$ cat config.mk
export PLATFORM = sky130hd
export DESIGN_NAME = lin_class_pipe
export DESIGN_NICKNAME = d
export VERILOG_FILES = /design/src/rtl/lin_class_pipe.sv
export SDC_FILE = /design/constraint.sdc
export NUM_CORES = 1
export LEC_CHECK = 0
export CORE_MARGIN = 2
export CORE_UTILIZATION = 25
export CTS_BUF_LIST = sky130_fd_sc_hd__clkbuf_8
export DETAILED_ROUTE_END_ITERATION = 7
export GPL_TIMING_DRIVEN = 1
export PLACE_DENSITY = 0.5
export SLEW_MARGIN = 20
export SYNTH_ARGS = -nofsm -noshare
export SYNTH_HDL_FRONTEND = slang
export SYNTH_SLANG_ARGS = --single-unit
$ cat constraint.sdc
create_clock -name i_clk -period 5.3 [get_ports i_clk]
set_input_delay 1.59 -clock i_clk [delete_from_list [all_inputs] [get_ports i_clk]]
set_output_delay 1.59 -clock i_clk [all_outputs]
set_load 0.02 [all_outputs]
$ cat src/rtl/lin_class_pipe.sv
// Streaming linear classifier: sum_k w[k]*x[k] + bias, saturated to ACC_W.
// Weights and bias are captured with each sample, so a config write never affects samples already in flight.
module lin_class_lane #(
    parameter int IN_W  = 6,
    parameter int WGT_W = 6,
    parameter int PW    = IN_W + WGT_W + 1
) (
    input  logic                 clk,
    input  logic                 take,
    input  logic                 mul_en,
    input  logic [IN_W-1:0]      x,
    input  logic [WGT_W-1:0]     w,
    output logic signed [PW-1:0] prod
);
    logic [IN_W-1:0]  x_q;
    logic [WGT_W-1:0] w_q;
    logic signed [PW-1:0] xs, ws;

    // x is unsigned, so it is zero-extended before the signed multiply
    assign xs = PW'($signed({1'b0, x_q}));
    assign ws = PW'($signed(w_q));

    always_ff @(posedge clk) begin
        if (take) begin
            x_q <= x;
            w_q <= w;
        end
        if (mul_en) prod <= xs * ws;
    end
endmodule

module lin_class_pipe #(
    parameter int N_CH   = 3,
    parameter int IN_W   = 6,
    parameter int WGT_W  = 6,
    parameter int BIAS_W = 10,
    parameter int ACC_W  = 16
) (
    input  logic                    i_clk,
    input  logic                    i_rst,
    input  logic                    i_valid,
    input  logic [N_CH*IN_W-1:0]    i_im,
    input  logic                    i_cfg_we,
    input  logic [3:0]              i_cfg_addr,
    input  logic [15:0]             i_cfg_data,
    output logic                    o_valid,
    output logic signed [ACC_W-1:0] o_wgt_sum,
    output logic                    o_pos,
    output logic                    o_sat
);
    localparam int STAGES = 3;
    localparam int PW = IN_W + WGT_W + 1;
    localparam int IW = PW + $clog2(N_CH) + 1;
    localparam int TW = (IW > ACC_W) ? IW : ACC_W;
    localparam logic signed [TW-1:0] SAT_MAX = {{(TW-ACC_W+1){1'b0}}, {(ACC_W-1){1'b1}}};
    localparam logic signed [TW-1:0] SAT_MIN = {{(TW-ACC_W+1){1'b1}}, {(ACC_W-1){1'b0}}};

    typedef struct packed {
        logic signed [ACC_W-1:0] sum;
        logic                    pos;
        logic                    sat;
    } result_t;

    function automatic logic [WGT_W-1:0] wgt_default(input int k);
        case (k)
            0:       return WGT_W'(5);
            1:       return WGT_W'(1);
            2:       return WGT_W'(-9);
            default: return '0;
        endcase
    endfunction

    logic [N_CH-1:0][WGT_W-1:0] wgt;
    logic [BIAS_W-1:0]          bias;
    logic [STAGES:0]            vld_pipe;
    logic                       take;
    logic [N_CH-1:0][PW-1:0]    prod;
    logic [BIAS_W-1:0]          bias_s0, bias_s1, bias_s2;
    logic signed [IW-1:0]       tree, sum_s2, total;
    logic signed [TW-1:0]       total_x;
    result_t                    res;
    logic                       cfg_unused;

    assign cfg_unused = ^i_cfg_data;
    assign take       = i_valid & ~i_rst;
    assign o_valid    = vld_pipe[STAGES];

    always_ff @(posedge i_clk) begin
        if (i_rst) begin
            for (int k = 0; k < N_CH; k++) wgt[k] <= wgt_default(k);
            bias <= BIAS_W'(-76);
        end else if (i_cfg_we) begin
            for (int k = 0; k < N_CH; k++)
                if (i_cfg_addr == 4'(k)) wgt[k] <= i_cfg_data[WGT_W-1:0];
            if (i_cfg_addr == 4'hF) bias <= i_cfg_data[BIAS_W-1:0];
        end
    end

    always_ff @(posedge i_clk) begin
        if (i_rst) vld_pipe <= '0;
        else       vld_pipe <= {vld_pipe[STAGES-1:0], i_valid};
    end

    for (genvar k = 0; k < N_CH; k++) begin : g_lane
        lin_class_lane #(.IN_W(IN_W), .WGT_W(WGT_W), .PW(PW)) u_lane (
            .clk    (i_clk),
            .take   (take),
            .mul_en (vld_pipe[0]),
            .x      (i_im[k*IN_W +: IN_W]),
            .w      (wgt[k]),
            .prod   (prod[k])
        );
    end

    always_comb begin
        tree = '0;
        for (int k = 0; k < N_CH; k++) tree = tree + IW'($signed(prod[k]));
    end

    // bias rides alongside the products so it matches the weights of the same sample
    always_ff @(posedge i_clk) begin
        if (take) bias_s0 <= bias;
        if (vld_pipe[0]) bias_s1 <= bias_s0;
        if (vld_pipe[1]) begin
            bias_s2 <= bias_s1;
            sum_s2  <= tree;
        end
    end

    always_comb begin
        total   = sum_s2 + IW'($signed(bias_s2));
        total_x = TW'(total);
        res.sat = 1'b1;
        if (total_x > SAT_MAX)      res.sum = SAT_MAX[ACC_W-1:0];
        else if (total_x < SAT_MIN) res.sum = SAT_MIN[ACC_W-1:0];
        else begin
            res.sum = total_x[ACC_W-1:0];
            res.sat = 1'b0;
        end
        res.pos = ~res.sum[ACC_W-1];
    end

    always_ff @(posedge i_clk) begin
        if (i_rst) begin
            o_wgt_sum <= '0;
            o_pos     <= 1'b1;
            o_sat     <= 1'b0;
        end else if (vld_pipe[2]) begin
            o_wgt_sum <= res.sum;
            o_pos     <= res.pos;
            o_sat     <= res.sat;
        end
    end
endmodule

==> results.cfg <==
[run_status]
status = finished clean

[layout]
n_fill_cell = 4284
fin_util_pct = 28.9
area_growth_syn_to_layout_pct = 14.7
num-nets-final = 1187
antenna_cells = 0
drive_gt1_share_pct = 4.74

[detailed_routing]
routed.top_layer = met4
firstDrtPassIters = 4
via_per_inst = 4.21
wl_met1_um = 9660
wl_per_cell_um = 13.0
vias = 6350
routed-wl-met3_um = 565
drt_iter0_drc = 263
drc_errors = 0
routed_wirelength_um = 19700
ant_nets = 0
route.met2.wl_um = 9100

[global_route]
antenna_found_initial = 0
overflow = 0
grtUsageTotal_pct = 9.38
grt_pass1_vias = 6392
grt_max_degree = 51
grt_pass1_wl_um = 32300

[synthesis]
async_flop_share_pct = 0
synthFlopType = edfxtp_1
yosysMostFrequentCell = ha_1
synth_common_cells = ha_1 (121), edfxtp_1 (120), inv_1 (79), nor2_1 (67), fa_1 (66)
yosysSeqAreaShare_pct = 43.8
synth-seq-cells = 170
ys_types = 58
synth_cells = 895
synth_edf_count = 120
ys_warn_count = 0
synthTopCellsByArea = edfxtp_1 (34%), ha_1 (14%), fa_1 (13%), dfxtp_1 (9.5%), and2_1 (3.9%)
synth_largest_area_cell = edfxtp_1
syn_area_um2 = 10500
syn-num-nets = 1124
synth_top_area_share_pct = 34.3
avgSynthCellArea_um2 = 11.8

[floorplanning]
initial_core_util_pct = 25.2
die_w_um = 209
coreArea_um2 = 41800
io_pins = 61
fp.dieH_um = 209
fp-row-count = 75
dieArea_um2 = 43700

[clock_tree]
ctsLongestPathBuffers = 2
postCtsSetupBuffers = 0
cts_hold_buf = 0
htreeDepth = 4
numCtsBuffers = 17
cts_root_buffer = clkbuf_8
tritoncts = yes
cts_num_sinks = 170
path_clk_slew_ns = 0.09
clock_latency_ns = 0.47
cts_resized = 0

[worst_setup_path]
start_kind = register
endpoint_kind = register
critical_path_class = register to register
worstPathArrival_ns = 4.78
cp_data_required_time_ns = 5.52
r2r_slack_ns = 0.74
critPathMaxFanout = 6

[pwr]
power_leakage_nw = 4.81
power_density_nw_per_um2 = 353
ir_worst_vdd_uv = 158
total_power_mw = 4.26

[placement]
dp_hpwl_um = 15800
numPortBuffers = 54
gp_routability_congestion = 0.787

[timing]
post-route-min-period_ns = 4.56
rsz0062_at_grt = no
relSlewSlack_pct = 39.8
clock_skew_ns = 0.0135
finalSetupViolations = 0
worst_pin_slew_ns = 0.900
maxSlewViolCount = 0
period_share_pct = 86.0
fin_setup_tns_ns = 0
hold_viol_final = 0
max_freq_mhz = 219

[flow_run]
cap_violations = 0

[min_path]
hp-class = register to register
==> critical path, stage by stage (launching register included) <==
cell	delay, ns
edfxtp_1	0.51
nand2b_1	0.22
fa_1	0.52
fa_1	0.54
inv_1	0.05
fa_1	0.49
fa_1	0.55
inv_1	0.07
fa_1	0.45
nor2b_1	0.11
o21ai_0	0.10
a21boi_0	0.27
o21ai_0	0.16
a21oi_1	0.18
xnor2_1	0.09
==> per-stage QoR <==
stage               worst slack (ns)  instance area (µm²)  cells  hold WS, ns
floorplan                      0.841                10500    895        0.400
global placement               0.733                11700   1478        0.405
detailed placement             0.696                11700   1478        0.405
CTS                            0.698                12100   1510        0.426
global route                   0.444                12100   1510        0.432
finish                         0.744                12100   1510        0.424
==> cell type report <==
type	instances	area, µm²	share of cell area, %
Inverter	79	297	2.46
Tap cell	539	674	5.59
Sequential cell	170	4610	38.2
Multi-Input combinational cell	634	5580	46.3
Clock buffer	17	234	1.94
Clock inverter	15	119	0.985
Timing Repair Buffer	56	551	4.56
==> registers in the layout, indices dropped and copies added, names as in the netlist <==
| register | cells |
|---|---|
| g_lane.u_lane.w_q | 18 |
| g_lane.u_lane.x_q | 18 |
| bias | 10 |
| vld_pipe | 4 |
| o_pos | 1 |
| o_wgt_sum | 16 |
| g_lane.u_lane.prod | 39 |
| bias_s0 | 10 |
| bias_s1 | 10 |
| bias_s2 | 10 |
| wgt | 18 |
| o_sat | 1 |
| sum_s2 | 15 |
==> cell usage in the layout (no fill, tap or decap), types with 5 or more instances in the layout <==
cell / instances
ha_1: 121
edfxtp_1: 120
inv_1: 80
nor2_1: 67
fa_1: 66
and2_1: 65
nand2_1: 57
clkdlybuf4s50_1: 53
dfxtp_1: 48
xnor2_1: 33
o21ai_0: 26
nor2b_1: 26
a21oi_1: 22
mux2i_1: 21
clkbuf_8: 17
a211o_1: 15
nand2b_1: 13
nor3_1: 11
a21o_1: 9
a211oi_1: 7
nand3_1: 7
o21ai_1: 5
nand4_1: 5
inv_6: 5
clkinvlp_4: 5
==> kinds of logic (layout without fill, tap and decap cells) <==
logic type	count (synthesis)	count (layout)	share of synthesized area, %
AND/OR/NAND/NOR	272	272	13.5
adder cells (fa/ha/maj)	187	187	27.0
flip-flops	170	170	43.8
AO/OA/AOI/OAI	119	119	7.65
buffers and inverters	91	167	3.26
XOR/XNOR	35	35	2.91
multiplexers	21	21	2.00
==> worst paths after layout <==
| check | start | endpoint | depth (start not counted) |
|---|---|---|---|
| worst max-delay path | g_lane[0].u_lane.x_q[0] | g_lane[0].u_lane.prod[12] | 14 |
| worst min-delay path | bias_s1[5] | bias_s2[5] | 0 |
| worst max register to register | g_lane[0].u_lane.x_q[0] | g_lane[0].u_lane.prod[12] | 14 |
| worst min register to register | bias_s1[5] | bias_s2[5] | 0 |
==> power by group <==
part | internal, mW | switching, mW | total (mW)
registers | 1.63 | 0.0779 | 1.71
clock network | 0.332 | 0.510 | 0.843
logic | 0.776 | 0.936 | 1.71
==> per-layer routing <==
layer  vias to the layer above  global-route usage [%]
met5                         -                       0
met4                         0                    3.52
met3                        19                    1.80
met2                        81                    15.4
met1                      3007                    12.2
li1                       3243                       -
No activity file was read; power rests on OpenSTA's default activity.
==> RTL change 1 (config.mk and constraints unchanged) <==
Change the parameter `N_CH` from 3 to 6.
--- a/src/rtl/lin_class_pipe.sv
+++ b/src/rtl/lin_class_pipe.sv
@@ -30,7 +30,7 @@
 endmodule
 
 module lin_class_pipe #(
-    parameter int N_CH   = 3,
+    parameter int N_CH   = 6,
     parameter int IN_W   = 6,
     parameter int WGT_W  = 6,
     parameter int BIAS_W = 10,
Ports: changed (resized i_im); port bits go from 61 to 79. No check against the original RTL was run, so the function may have changed too.
==> RTL change 1 against the unedited design <==
Design area up 76%; clock power up 140%; via count up 75%; wire length up 95%; synthesized area up 74%; sequential cell count up 95; final cell count up 78%; total power up 120%; maximum frequency up 1.2%; clock skew up 0.032 ns; critical endpoint unchanged; largest cell class unchanged; synthesized cell count up 76%; die area up 73%; worst setup slack better by 0.052 ns; critical path depth up 2.
==> RTL change 1: results (changes against the unedited design) <==
Clocking:
- The insertion delay of the later-clocked pin in the worst-skew pair came to 0.63 ns (+0.16 ns).
- The total CTS buffers is 50 (+33).
- The clock transition at the registers of the reported paths was 0.06 ns (-0.03 ns).

GRT:
- The total track usage is 0.104 (+0.0105).
- The number of global-route vias before repair is 11600 (+82%).
- The maximum number of pins on one net before global-route repair is 87 (+71%).
- The global routing met3 resource utilization came to 0.0196 (+0.00160).

Final layout:
- The number of flip-flops in the largest register is 78 (+100%).
- The multi-input logic cell count is 1049 (+65%).
- The share of final-layout standard cells stronger than drive strength 1 is 0.0458 (-0.00158).
- The count of inverters other than clock inverters in the layout is 241 (+210%).
- The total of clock buffers placed in the layout is 51 (+34).
- The number of nets at the end of the flow was 2118 (+78%).
- The portion of the layout cell area used by non-clock buffers came to 0.0366 (-0.00909).
- The number of ordinary and repair buffers in the finished layout is 77 (+38%).
- The fraction of area in multi-input gates is 0.474 (+0.0114).
- The fraction of standard cell area that is sequential is 0.343 (-0.0394).

Synthesis:
- Counting instances in the post-synthesis netlist gives the leading cell types as inv_1, ha_1, edfxtp_1.
- The number of unique standard cell types used by synthesis came to 55 (-5.2%).
- The post-synth net total is 2007 (+79%).
- By area the synthesized netlist is led by edfxtp_1, fa_1, ha_1.

Placed design:
- The final weighted congestion in routability-driven placement is 0.790 (+0.41%).

Routing:
- The number of detailed-routing iterations run before antenna repair is 5 (+1).

Critical path:
- The data arrival time of the critical path is 4.82 ns (+0.04 ns).

Power:
- The maximum VDD drop is 0.369 mV (+130%).

Status:
- The flow ran to the end, and the final reports show no timing, DRC or antenna violations.
==> RTL change 1: cell types whose count changed in the layout (fill, tap and decap cells not counted), moves of 22 or more <==
cell	delta
inv_1	+175
a21oi_1	+36
xnor2_1	+22
clkbuf_8	+34
nor2_1	-22
ha_1	+96
edfxtp_1	+77
fa_1	+91
and2_1	+85
nand2_1	+47
==> RTL change 1: path summary, 6_finish.rpt <==
check                           depth (start not counted)                    start  slack, ns                        end
worst max register to register                         16  g_lane[0].u_lane.x_q[5]       0.80  g_lane[0].u_lane.prod[12]
worst min register to register                          0               bias_s1[3]       0.38                 bias_s2[3]
worst max-delay path                                   16  g_lane[0].u_lane.x_q[5]       0.80  g_lane[0].u_lane.prod[12]
worst min-delay path                                    0               bias_s1[3]       0.38                 bias_s2[3]
==> RTL change 1: cells by family (layout without fill, tap and decap cells) <==
kind of cell / after synthesis / after routing / synth area share
simple gates: 391 / 391 / 0.114
buf+inv: 259 / 411 / 0.0544
fa+ha+maj: 374 / 374 / 0.320
flops: 265 / 265 / 0.397
xor+xnor: 70 / 70 / 0.0335
compound gates: 186 / 186 / 0.0660
mux: 28 / 28 / 0.0153
==> RTL change 1: power groups by stage <==
| stage | Clock, mW | Combinational, mW | Sequential [mW] |
|---|---|---|---|
| finish | 2.04 | 4.57 | 2.82 |
| global route | 2.21 | 5.24 | 2.84 |
| CTS | 2.12 | 4.64 | 2.83 |
| detailed placement | 0 | 4.59 | 2.87 |
| global placement | 0 | 4.53 | 2.86 |
| floorplan | 0 | 3.50 | 2.84 |
==> RTL change 1: per-stage QoR <==
stage	instances	instance area, um2
after global routing	2684	21300
final	2684	21300
after CTS	2684	21200
after detailed placement	2591	20200
after global placement	2590	20200
after floorplan	1573	18300
==> RTL change 2 (same flow settings) <==
Without the edit above. Reset style: asynchronous (`i_rst`), changed in 3 clocked blocks.
--- a/src/rtl/lin_class_pipe.sv
+++ b/src/rtl/lin_class_pipe.sv
@@ -85,7 +85,7 @@
     assign take       = i_valid & ~i_rst;
     assign o_valid    = vld_pipe[STAGES];
 
-    always_ff @(posedge i_clk) begin
+    always_ff @(posedge i_clk or posedge i_rst) begin
         if (i_rst) begin
             for (int k = 0; k < N_CH; k++) wgt[k] <= wgt_default(k);
             bias <= BIAS_W'(-76);
@@ -96,7 +96,7 @@
         end
     end
 
-    always_ff @(posedge i_clk) begin
+    always_ff @(posedge i_clk or posedge i_rst) begin
         if (i_rst) vld_pipe <= '0;
         else       vld_pipe <= {vld_pipe[STAGES-1:0], i_valid};
     end
@@ -140,7 +140,7 @@
         res.pos = ~res.sum[ACC_W-1];
     end
 
-    always_ff @(posedge i_clk) begin
+    always_ff @(posedge i_clk or posedge i_rst) begin
         if (i_rst) begin
             o_wgt_sum <= '0;
             o_pos     <= 1'b1;
Check against the original RTL: not equivalent (a bounded check fails within 10 cycles, from zero or initial values and one cycle with i_rst high; the reset may be asserted at any time).
==> RTL change 2 against the unedited design <==
Sequential cell count unchanged; synthesized area hardly changed; clock power is 3.1% lower; final cell count shrank 5.2%; worst setup slack better by 0.13 ns; design area is 0.31% higher; synthesized cell count fell by 9.9%; total power rose by 29%; utilization rose by 0.090 points; wire length fell by 1.7%; via count shrank 8.8%; critical path depth shrank 1; die area about the same; hold slack worse by 0.011 ns; critical path type unchanged; critical endpoint is now g_lane[2].u_lane.prod[11].
==> RTL change 2: results (changes against the unedited design) <==
Status:
- The run finished with clean final reports.

Placed design:
- The final weighted congestion in routability-driven placement is 0.801 (+1.8%).
- The HPWL after detailed placement came to 15.4 mm (-2.1%).

Routing:
- The mean number of vias per cell is 4.05 (-3.7%).
- The met1 layer wirelength in the final routing is 9.33 mm (-3.4%).
- The number of detailed-routing iterations run before antenna repair was 6 (+2).
- The post-detailed-routing wire length is 19.3 mm (-1.7%).
- The first-iteration detailed-routing DRC count is 214 (-19%).

GRT:
- The wire length of the first global-routing pass is 31.7 mm (-1.9%).
- The number of global-route vias before repair came to 6097 (-4.6%).

STA:
- The worst hold-check slack is 0.413 ns (-0.0112 ns).
- The worst-case clock skew was 0.0173 ns (+0.00380 ns).
- The measured slew at the worst slew-check pin was 1.01 ns (+0.111 ns).

Synthesis:
- Ranked by total cell area, the synthesized netlist is headed by edfxtp_1, ha_1, fa_1.
- The share of async-settable or async-resettable flops after synthesis is 0.294 (+0.294).
- The number of unique standard cell types used by synthesis was 54 (-6.9%).
- The commonest cells after synthesis are ha_1, edfxtp_1, inv_1.
- The post-synth net total is 1035 (-7.9%).

Min path:
- The source of the worst hold timing path is bias_s0[6].
- The worst hold path terminates at bias_s1[6].

Final layout:
- The share of final-layout standard cells stronger than drive strength 1 is 0.114 (+0.0670).
- The number of nets at the end of the flow is 1108 (-6.7%).

Power:
- The leakage power figure is 5.05 nW (+5.0%).
- The maximum VDD drop is 0.227 mV (+44%).

Critical path:
- The critical path's largest stage delay is 0.57 ns (+0.02 ns).
- The critical register-to-register path endpoint is g_lane[2].u_lane.prod[11].
- The maximum fanout along the worst path is 8 (+2).
- The data arrival time of the critical path is 4.66 ns (-0.12 ns).
- The critical path's slowest cell is edfxtp_1.
-- RTL change 2: logic make-up (layout without fill, tap and decap cells) --
group                    after synthesis  in the layout  share of synthesized area
AND/OR/NAND/NOR                      197            197                      0.101
adder cells (fa/ha/maj)              187            187                      0.269
flip-flops                           170            170                      0.463
AO/OA/AOI/OAI                         93             93                     0.0603
buffers and inverters                 76            162                     0.0271
XOR/XNOR                              43             43                     0.0358
multiplexers                          40             40                     0.0432
-- RTL change 2: worst max path at each step --
| stage | end | from | slack, ns | cells past startpoint |
|---|---|---|---|---|
| 2_1_floorplan | g_lane[0].u_lane.prod[11] | g_lane[0].u_lane.w_q[2] | 1.10 | 14 |
| 3_3_place_gp | g_lane[2].u_lane.prod[10] | g_lane[2].u_lane.w_q[5] | 0.84 | 14 |
| 3_5_place_dp | g_lane[2].u_lane.prod[10] | g_lane[2].u_lane.w_q[5] | 0.79 | 14 |
| 4_1_cts | g_lane[1].u_lane.prod[12] | g_lane[1].u_lane.w_q[5] | 0.81 | 14 |
| 5_1_grt | g_lane[0].u_lane.prod[10] | g_lane[0].u_lane.w_q[2] | 0.57 | 15 |
| 6_report | g_lane[2].u_lane.prod[11] | g_lane[2].u_lane.w_q[5] | 0.87 | 13 |
-- RTL change 2: power by group --
part / internal [mW] / switching (mW) / total [mW]
sequential: 1.90 / 0.185 / 2.09
clock: 0.323 / 0.493 / 0.817
combinational: 1.26 / 1.34 / 2.60
-- RTL change 2: metal layers --
metal / vias up / global-route usage
met5: - / 0
met4: 0 / 0.0276
met3: 10 / 0.0216
met2: 53 / 0.160
met1: 2773 / 0.119
li1: 2958 / -
-- RTL change 2: critical path: cells and delay by family, from the launching register on --
family | cells | cell delay (ns)
fa+ha+maj | 5 | 2.37
compound gates | 4 | 0.78
flops | 1 | 0.57
simple gates | 2 | 0.28
xor+xnor | 1 | 0.16
buf+inv | 1 | 0.05
-- RTL change 2: final cells by class --
cell class	count	area, um2
multi-input cells	560	5370
clock inverters	15	105
repair buffers	57	563
well taps	539	674
flip-flops and latches	170	4880
fillers	4221	29700
inverters	73	274
clock buffers	17	234
-- RTL change 2: metrics by stage --
step	instances	area (um2)	utilization	worst slack [ns]
floorplan	806	10500	-	1.10
global placement	1399	11800	0.282	0.836
detailed placement	1399	11800	0.282	0.786
CTS	1431	12100	0.290	0.813
global route	1431	12100	0.290	0.569
finish	1431	12100	0.290	0.872
